### src/rtl/ifu_fetch.sv
// Single-issue instruction fetch unit: one outstanding imem request, issues the
// instruction to decode, then redirects from the next-PC select on commit.
//   state | meaning
//   BOOT  | one idle cycle after reset
//   REQ   | fetch request offered on imem
//   WAIT  | awaiting imem response, timeout timer running
//   ISSUE | instruction offered to decode
//   EXEC  | awaiting commit from execute
//   HALT  | fault recorded, absorbing until reset
module ifu_fetch #(
  parameter logic [63:0] RESET_PC = 64'h0000_0000_8000_0000,
  parameter int unsigned TIMEOUT  = 255
) (
  input  logic        clk,
  input  logic        rst_n,
  output logic        imem_req_valid,
  input  logic        imem_req_ready,
  output logic [63:0] imem_req_addr,
  input  logic        imem_rsp_valid,
  input  logic [31:0] imem_rsp_data,
  input  logic        imem_rsp_err,
  output logic        inst_valid,
  input  logic        inst_ready,
  output logic [31:0] inst,
  output logic [63:0] inst_pc,
  output logic [6:0]  opcode,
  output logic [2:0]  func3,
  output logic [6:0]  func7,
  input  logic        commit_valid,
  input  logic [1:0]  npc_ctl,
  input  logic [63:0] alu_rst,
  input  logic [63:0] pc_branch,
  output logic [63:0] instret,
  output logic        fault,
  output logic [1:0]  fault_cause,
  output logic [63:0] fault_pc
);

  typedef enum logic [2:0] {
    S_BOOT  = 3'd0,
    S_REQ   = 3'd1,
    S_WAIT  = 3'd2,
    S_ISSUE = 3'd3,
    S_EXEC  = 3'd4,
    S_HALT  = 3'd5
  } state_t;

  localparam logic [15:0] TMR_LOAD = 16'(TIMEOUT);

  state_t      state_q, state_d;
  logic [63:0] pc_q, pc_d;
  logic [31:0] inst_q, inst_d;
  logic [63:0] inst_pc_q, inst_pc_d;
  logic [63:0] instret_q, instret_d;
  logic [1:0]  fault_cause_q, fault_cause_d;
  logic [63:0] fault_pc_q, fault_pc_d;
  logic [15:0] tmr_q, tmr_d;
  logic [63:0] target;

  // Jump targets drop bit 0; only bit 1 is checked for misalignment.
  always_comb begin
    case (npc_ctl)
      2'b01:   target = alu_rst & ~64'd1;
      2'b10:   target = pc_branch;
      default: target = pc_q + 64'd4;
    endcase
  end

  always_comb begin
    state_d       = state_q;
    pc_d          = pc_q;
    inst_d        = inst_q;
    inst_pc_d     = inst_pc_q;
    instret_d     = instret_q;
    fault_cause_d = fault_cause_q;
    fault_pc_d    = fault_pc_q;
    tmr_d         = tmr_q;
    case (state_q)
      S_BOOT: state_d = S_REQ;
      S_REQ: begin
        if (imem_req_ready) begin
          state_d = S_WAIT;
          tmr_d   = TMR_LOAD;
        end
      end
      S_WAIT: begin
        // A response in the terminal-count cycle takes priority over timeout.
        if (imem_rsp_valid) begin
          if (imem_rsp_err) begin
            state_d       = S_HALT;
            fault_cause_d = 2'b10;
            fault_pc_d    = pc_q;
          end else begin
            state_d   = S_ISSUE;
            inst_d    = imem_rsp_data;
            inst_pc_d = pc_q;
          end
        end else if (tmr_q == 16'd0) begin
          state_d       = S_HALT;
          fault_cause_d = 2'b11;
          fault_pc_d    = pc_q;
        end else begin
          tmr_d = tmr_q - 16'd1;
        end
      end
      S_ISSUE: begin
        if (inst_ready) state_d = S_EXEC;
      end
      S_EXEC: begin
        if (commit_valid) begin
          instret_d = instret_q + 64'd1;
          if (target[1]) begin
            state_d       = S_HALT;
            fault_cause_d = 2'b01;
            fault_pc_d    = target;
          end else begin
            state_d = S_REQ;
            pc_d    = target;
          end
        end
      end
      S_HALT:  state_d = S_HALT;
      default: state_d = S_BOOT;
    endcase
  end

  always_ff @(posedge clk or negedge rst_n) begin
    if (!rst_n) begin
      state_q       <= S_BOOT;
      pc_q          <= RESET_PC;
      inst_q        <= '0;
      inst_pc_q     <= '0;
      instret_q     <= '0;
      fault_cause_q <= '0;
      fault_pc_q    <= '0;
      tmr_q         <= '0;
    end else begin
      state_q       <= state_d;
      pc_q          <= pc_d;
      inst_q        <= inst_d;
      inst_pc_q     <= inst_pc_d;
      instret_q     <= instret_d;
      fault_cause_q <= fault_cause_d;
      fault_pc_q    <= fault_pc_d;
      tmr_q         <= tmr_d;
    end
  end

  assign imem_req_valid = (state_q == S_REQ);
  assign imem_req_addr  = pc_q;
  assign inst_valid     = (state_q == S_ISSUE);
  assign inst           = inst_q;
  assign inst_pc        = inst_pc_q;
  assign opcode         = inst_q[6:0];
  assign func3          = inst_q[14:12];
  assign func7          = inst_q[31:25];
  assign instret        = instret_q;
  assign fault          = (state_q == S_HALT);
  assign fault_cause    = fault_cause_q;
  assign fault_pc       = fault_pc_q;

endmodule
### config.mk
export PLATFORM = sky130hd
export DESIGN_NAME = ifu_fetch
export DESIGN_NICKNAME = d
export VERILOG_FILES = /design/src/rtl/ifu_fetch.sv
export SDC_FILE = /design/constraint.sdc
export NUM_CORES = 1
export LEC_CHECK = 0
export BUFFER_PORTS_ARGS = -buffer_cell sky130_fd_sc_hd__buf_2
export CORE_AREA = 4 4 182 184
export DETAILED_ROUTE_END_ITERATION = 16
export DIE_AREA = 0 0 186 188
export HOLD_SLACK_MARGIN = 0.1
export PLACE_DENSITY = 0.78
export SLEW_MARGIN = 15
export SYNTH_ARGS = -nofsm -noshare
export SYNTH_HDL_FRONTEND = slang
export SYNTH_SLANG_ARGS = --single-unit
### constraint.sdc
create_clock -name clk -period 3.6 [get_ports clk]
set_clock_uncertainty 0.1 [all_clocks]
set_input_delay 0.36 -clock clk [delete_from_list [all_inputs] [get_ports clk]]
set_output_delay 0.36 -clock clk [all_outputs]
set_load 0.01 [all_outputs]
==> metrics.yaml <==
run_status:
  status: "finished, final reports clean"
power_and_ir_drop:
  power.static_leakage_nw: 9.21
  design_power_total_mw: 14.2
  pwr_density_nw_per_um2: 720
  vdd_drop_max_v: 0.000371
synth:
  synthArstFlopShare_pct: 100
  synth_ff_type: "sky130_fd_sc_hd__dfrtp_1"
  synth_area_um2: 15300
  flip_flop_and_latch_count_after_synthesis: 307
  netlist_instances: 1558
  synth-warning-count: 0
  seq_area_frac_synth_pct: 50.1
  synth.lib_cells_used.distinct: 69
  syn-mean-instance-area_um2: 9.84
  synth_edf_count: 0
clocking:
  clkTransAtPathRegs_ns: 0.06
  tritoncts: "yes"
  buffer_type_at_the_clock_tree_root: "sky130_fd_sc_hd__clkbuf_16"
  cts-htree-levels: 2
  worstSkewPairLatency_ns: 0.53
  hold_buffers: 44
  numCtsBuffers: 36
  post_cts.repair.setup_buffers: 0
  tritoncts_num_sinks: 307
  post_cts_resized: 0
  clock_tree.buffer_depth: 3
critical_path:
  critical_path.max_fanout: 11
  r2r-start: "imem_req_addr[5]$_DFFE_PN0P_"
  critical_path.endpoint_type: "flip-flop"
  setup.reg_to_reg.worst_slack_ns: 0.44
  worstRegToRegCells: 6
  crit_path_max_incr_delay_ns: 0.66
  timing_worst_setup_path_type: "flip-flop to flip-flop"
  end_point_of_the_critical_path: "imem_req_addr[57]$_DFFE_PN0P_"
  required_ns: 3.90
  timing.rr.end: "imem_req_addr[57]$_DFFE_PN0P_"
  arrival_time_at_the_worst_endpoint_ns: 3.46
  slowest_stage: "sky130_fd_sc_hd__nor4_1"
  startpoint: "imem_req_addr[5]$_DFFE_PN0P_"
  crit_chain: "nand3_1, or3_1, or2_0, nor4_1, nand4_1, a31o_2"
  worstSetupStartpointType: "flip-flop"
timing:
  min_period_ns: 3.16
  worst_slew_margin_rel_pct: 38.3
  final-setup-viol-count: 0
  tightest_slew_ns: 0.926
  report.final.slew_viol_count: 0
  max_clock_freq_mhz: 316
  holdWs_ns: 0.115
  final-hold-violation-count: 0
  min_period_over_period_pct: 87.8
  rsz0062_at_grt: "no"
  setup_slack_ns: 0.440
  tns_ns: 0
die:
  initial_util_pct: 48.9
  core_area_um2: 31400
  placementRows: 65
  die_y_um: 188
  io_pins: 479
  die-area_um2: 35000
  die-width_um: 186
grt:
  wire_length_of_the_first_global_routing_pass_um: 85300
  grt_antenna_before_repair: 4
  number_of_global_route_vias_before_repair: 14689
  groute.usage.overall_pct: 31.1
  pin_count_of_the_biggest_net_entering_global_routing: 85
  gr_overflow_total: 0
job:
  number_of_maximum_capacitance_violations: 0
final_layout:
  finalNonFillerCells: 2458
  post_route_cells_drive_above_1_share_pct: 33.7
  num-nets-final: 2202
  flow.area_growth_from_synthesis_pct: 28.8
detailed_routing:
  drt-pass1-iter-count: 5
  vias_per_cell: 6.07
  drt_first_iter_violations: 1231
  post-route-drc-count: 0
  vias: 14930
  wl_um: 56700
  detail_route.wl_per_cell_um: 23.1
  detail-route-antenna-nets: 0
placement:
  gp_congestion: 0.947
  dpl.hpwl_um: 41200
  dpl_cells: 2348
  buffer_ports.inserted: 475
  post-place-ws_ns: 0.387
hold_path:
  hold_path.class: "input port to flip-flop"
[cell type report]
type | count | area (um2)
antenna | 3 | 7.51
clock buffer | 48 | 1040
clock inverter | 15 | 165
fill | 2602 | 11600
inverter | 21 | 78.8
multi-input combinational | 1103 | 7070
sequential | 307 | 7680
tap | 402 | 503
timing repair buffer | 559 | 3220
[cell families (layout without fill, tap and decap cells)]
family | after synthesis | in the layout | synth area share (%)
fa+ha+maj | 5 | 5 | 0.408
other cells | 1 | 5 | 0.0245
simple gates | 540 | 540 | 17.6
buf+inv | 149 | 643 | 4.25
compound gates | 372 | 372 | 15.6
flops | 307 | 307 | 50.1
xor+xnor | 83 | 83 | 4.74
mux | 101 | 101 | 7.32
[sequential cells by signal, indices dropped and copies added (netlist names)]
register / flops
fault_cause: 2
fault_pc: 64
imem_req_addr: 63
inst: 32
inst_pc: 63
instret: 64
state_q: 3
tmr_q: 16
[power by group]
part	switching [mW]	leakage (nW)	internal (mW)	total [mW]
Sequential	1.11	3.74	4.53	5.64
Combinational	2.81	4.88	2.05	4.86
Clock	1.47	0.590	2.24	3.71
Total	5.40	9.21	8.82	14.2
[Yosys cell counts (4+ instances only)]
cell type	instances	area [um2]
sky130_fd_sc_hd__a211o_1	5	43.8
sky130_fd_sc_hd__nand4_1	37	231
sky130_fd_sc_hd__xnor2_1	52	455
sky130_fd_sc_hd__mux2_2	89	1000
sky130_fd_sc_hd__o22a_1	5	43.8
sky130_fd_sc_hd__nor2_1	127	477
sky130_fd_sc_hd__or4_1	13	97.6
sky130_fd_sc_hd__buf_1	15	56.3
sky130_fd_sc_hd__and3_1	22	138
sky130_fd_sc_hd__dfrtp_1	306	7660
sky130_fd_sc_hd__clkbuf_1	88	330
sky130_fd_sc_hd__and4_1	14	123
sky130_fd_sc_hd__nand2_1	149	559
sky130_fd_sc_hd__nor4_1	18	113
sky130_fd_sc_hd__mux2i_1	12	120
sky130_fd_sc_hd__a21oi_1	98	490
sky130_fd_sc_hd__nand4b_1	4	35.0
sky130_fd_sc_hd__buf_4	22	165
sky130_fd_sc_hd__inv_1	21	78.8
sky130_fd_sc_hd__a21o_1	12	90.1
sky130_fd_sc_hd__nor3_1	37	185
sky130_fd_sc_hd__a22oi_1	38	285
sky130_fd_sc_hd__or2_2	7	43.8
sky130_fd_sc_hd__and2_1	10	62.6
sky130_fd_sc_hd__a221o_1	10	100
sky130_fd_sc_hd__o31a_1	4	35.0
sky130_fd_sc_hd__or3_1	17	106
sky130_fd_sc_hd__ha_1	5	62.6
sky130_fd_sc_hd__a31oi_1	14	87.6
sky130_fd_sc_hd__o21a_1	5	37.5
sky130_fd_sc_hd__a221oi_1	9	78.8
sky130_fd_sc_hd__o41ai_1	5	43.8
sky130_fd_sc_hd__xor2_1	31	272
sky130_fd_sc_hd__o221ai_1	6	52.6
sky130_fd_sc_hd__o311ai_0	4	35.0
sky130_fd_sc_hd__o22ai_1	31	194
sky130_fd_sc_hd__nand3_1	62	310
sky130_fd_sc_hd__a211oi_1	7	52.6
sky130_fd_sc_hd__o21ai_0	81	405
sky130_fd_sc_hd__o211ai_1	13	97.6
sky130_fd_sc_hd__a22o_1	8	70.1
[critical path: cells and delay by family, from the launching register on]
kind,cells,cell delay [ns]
flip-flops,1,0.54
AO/OA/AOI/OAI,1,0.27
AND/OR/NAND/NOR,5,2.13
[placed cells by master, fill, tap and decap left out, types with 8 or more instances in the layout]
cell,n
sky130_fd_sc_hd__nand3_1,61
sky130_fd_sc_hd__buf_2,474
sky130_fd_sc_hd__a22o_1,8
sky130_fd_sc_hd__mux2i_1,12
sky130_fd_sc_hd__mux2_2,89
sky130_fd_sc_hd__xnor2_1,52
sky130_fd_sc_hd__o21ai_0,81
sky130_fd_sc_hd__inv_1,21
sky130_fd_sc_hd__nor4_1,18
sky130_fd_sc_hd__a22oi_1,38
sky130_fd_sc_hd__and3_1,22
sky130_fd_sc_hd__clkbuf_16,37
sky130_fd_sc_hd__a21oi_1,98
sky130_fd_sc_hd__or3_1,15
sky130_fd_sc_hd__a31oi_1,14
sky130_fd_sc_hd__dlygate4sd3_1,44
sky130_fd_sc_hd__or4_1,13
sky130_fd_sc_hd__o22ai_1,31
sky130_fd_sc_hd__nor3_1,36
sky130_fd_sc_hd__a221o_1,10
sky130_fd_sc_hd__nor2_1,126
sky130_fd_sc_hd__and2_1,10
sky130_fd_sc_hd__dfrtp_1,306
sky130_fd_sc_hd__xor2_1,31
sky130_fd_sc_hd__a221oi_1,9
sky130_fd_sc_hd__and4_1,14
sky130_fd_sc_hd__a21o_1,12
sky130_fd_sc_hd__buf_4,33
sky130_fd_sc_hd__nand4_1,37
sky130_fd_sc_hd__o211ai_1,13
sky130_fd_sc_hd__nand2_1,148
[how the worst min path moves through the flow]
stage	start	end	slack, ns	cells past startpoint
2_1_floorplan	rst_n	fault_cause[0]$_DFFE_PN0P_	-0.04	0
3_3_place_gp	rst_n	inst_pc[50]$_DFFE_PN0P_	0.33	1
3_5_place_dp	rst_n	inst_pc[55]$_DFFE_PN0P_	0.33	1
4_1_cts	pc_branch[47]	fault_pc[47]$_DFFE_PN0P_	0.10	3
5_1_grt	pc_branch[44]	fault_pc[44]$_DFFE_PN0P_	0.13	3
6_report	pc_branch[43]	fault_pc[43]$_DFFE_PN0P_	0.11	3
[layer usage]
layer  global-route usage (%)  up-vias  wire length (um)
met3                     6.42      167              5080
met2                     52.2      814             27600
met1                     38.3     7343             21000
li1                         -     6604                 -
met4                     14.3        2              2900
met5                        0        -                17
[per-stage QoR]
stage | utilization, % | cell area (um2)
final | 62.9 | 19800
after global routing | 62.9 | 19800
after CTS | 62.9 | 19800
after detailed placement | 57.7 | 18100
after global placement | 57.7 | 18100
after floorplan | - | 15300
(Power assumes the default switching activity.)
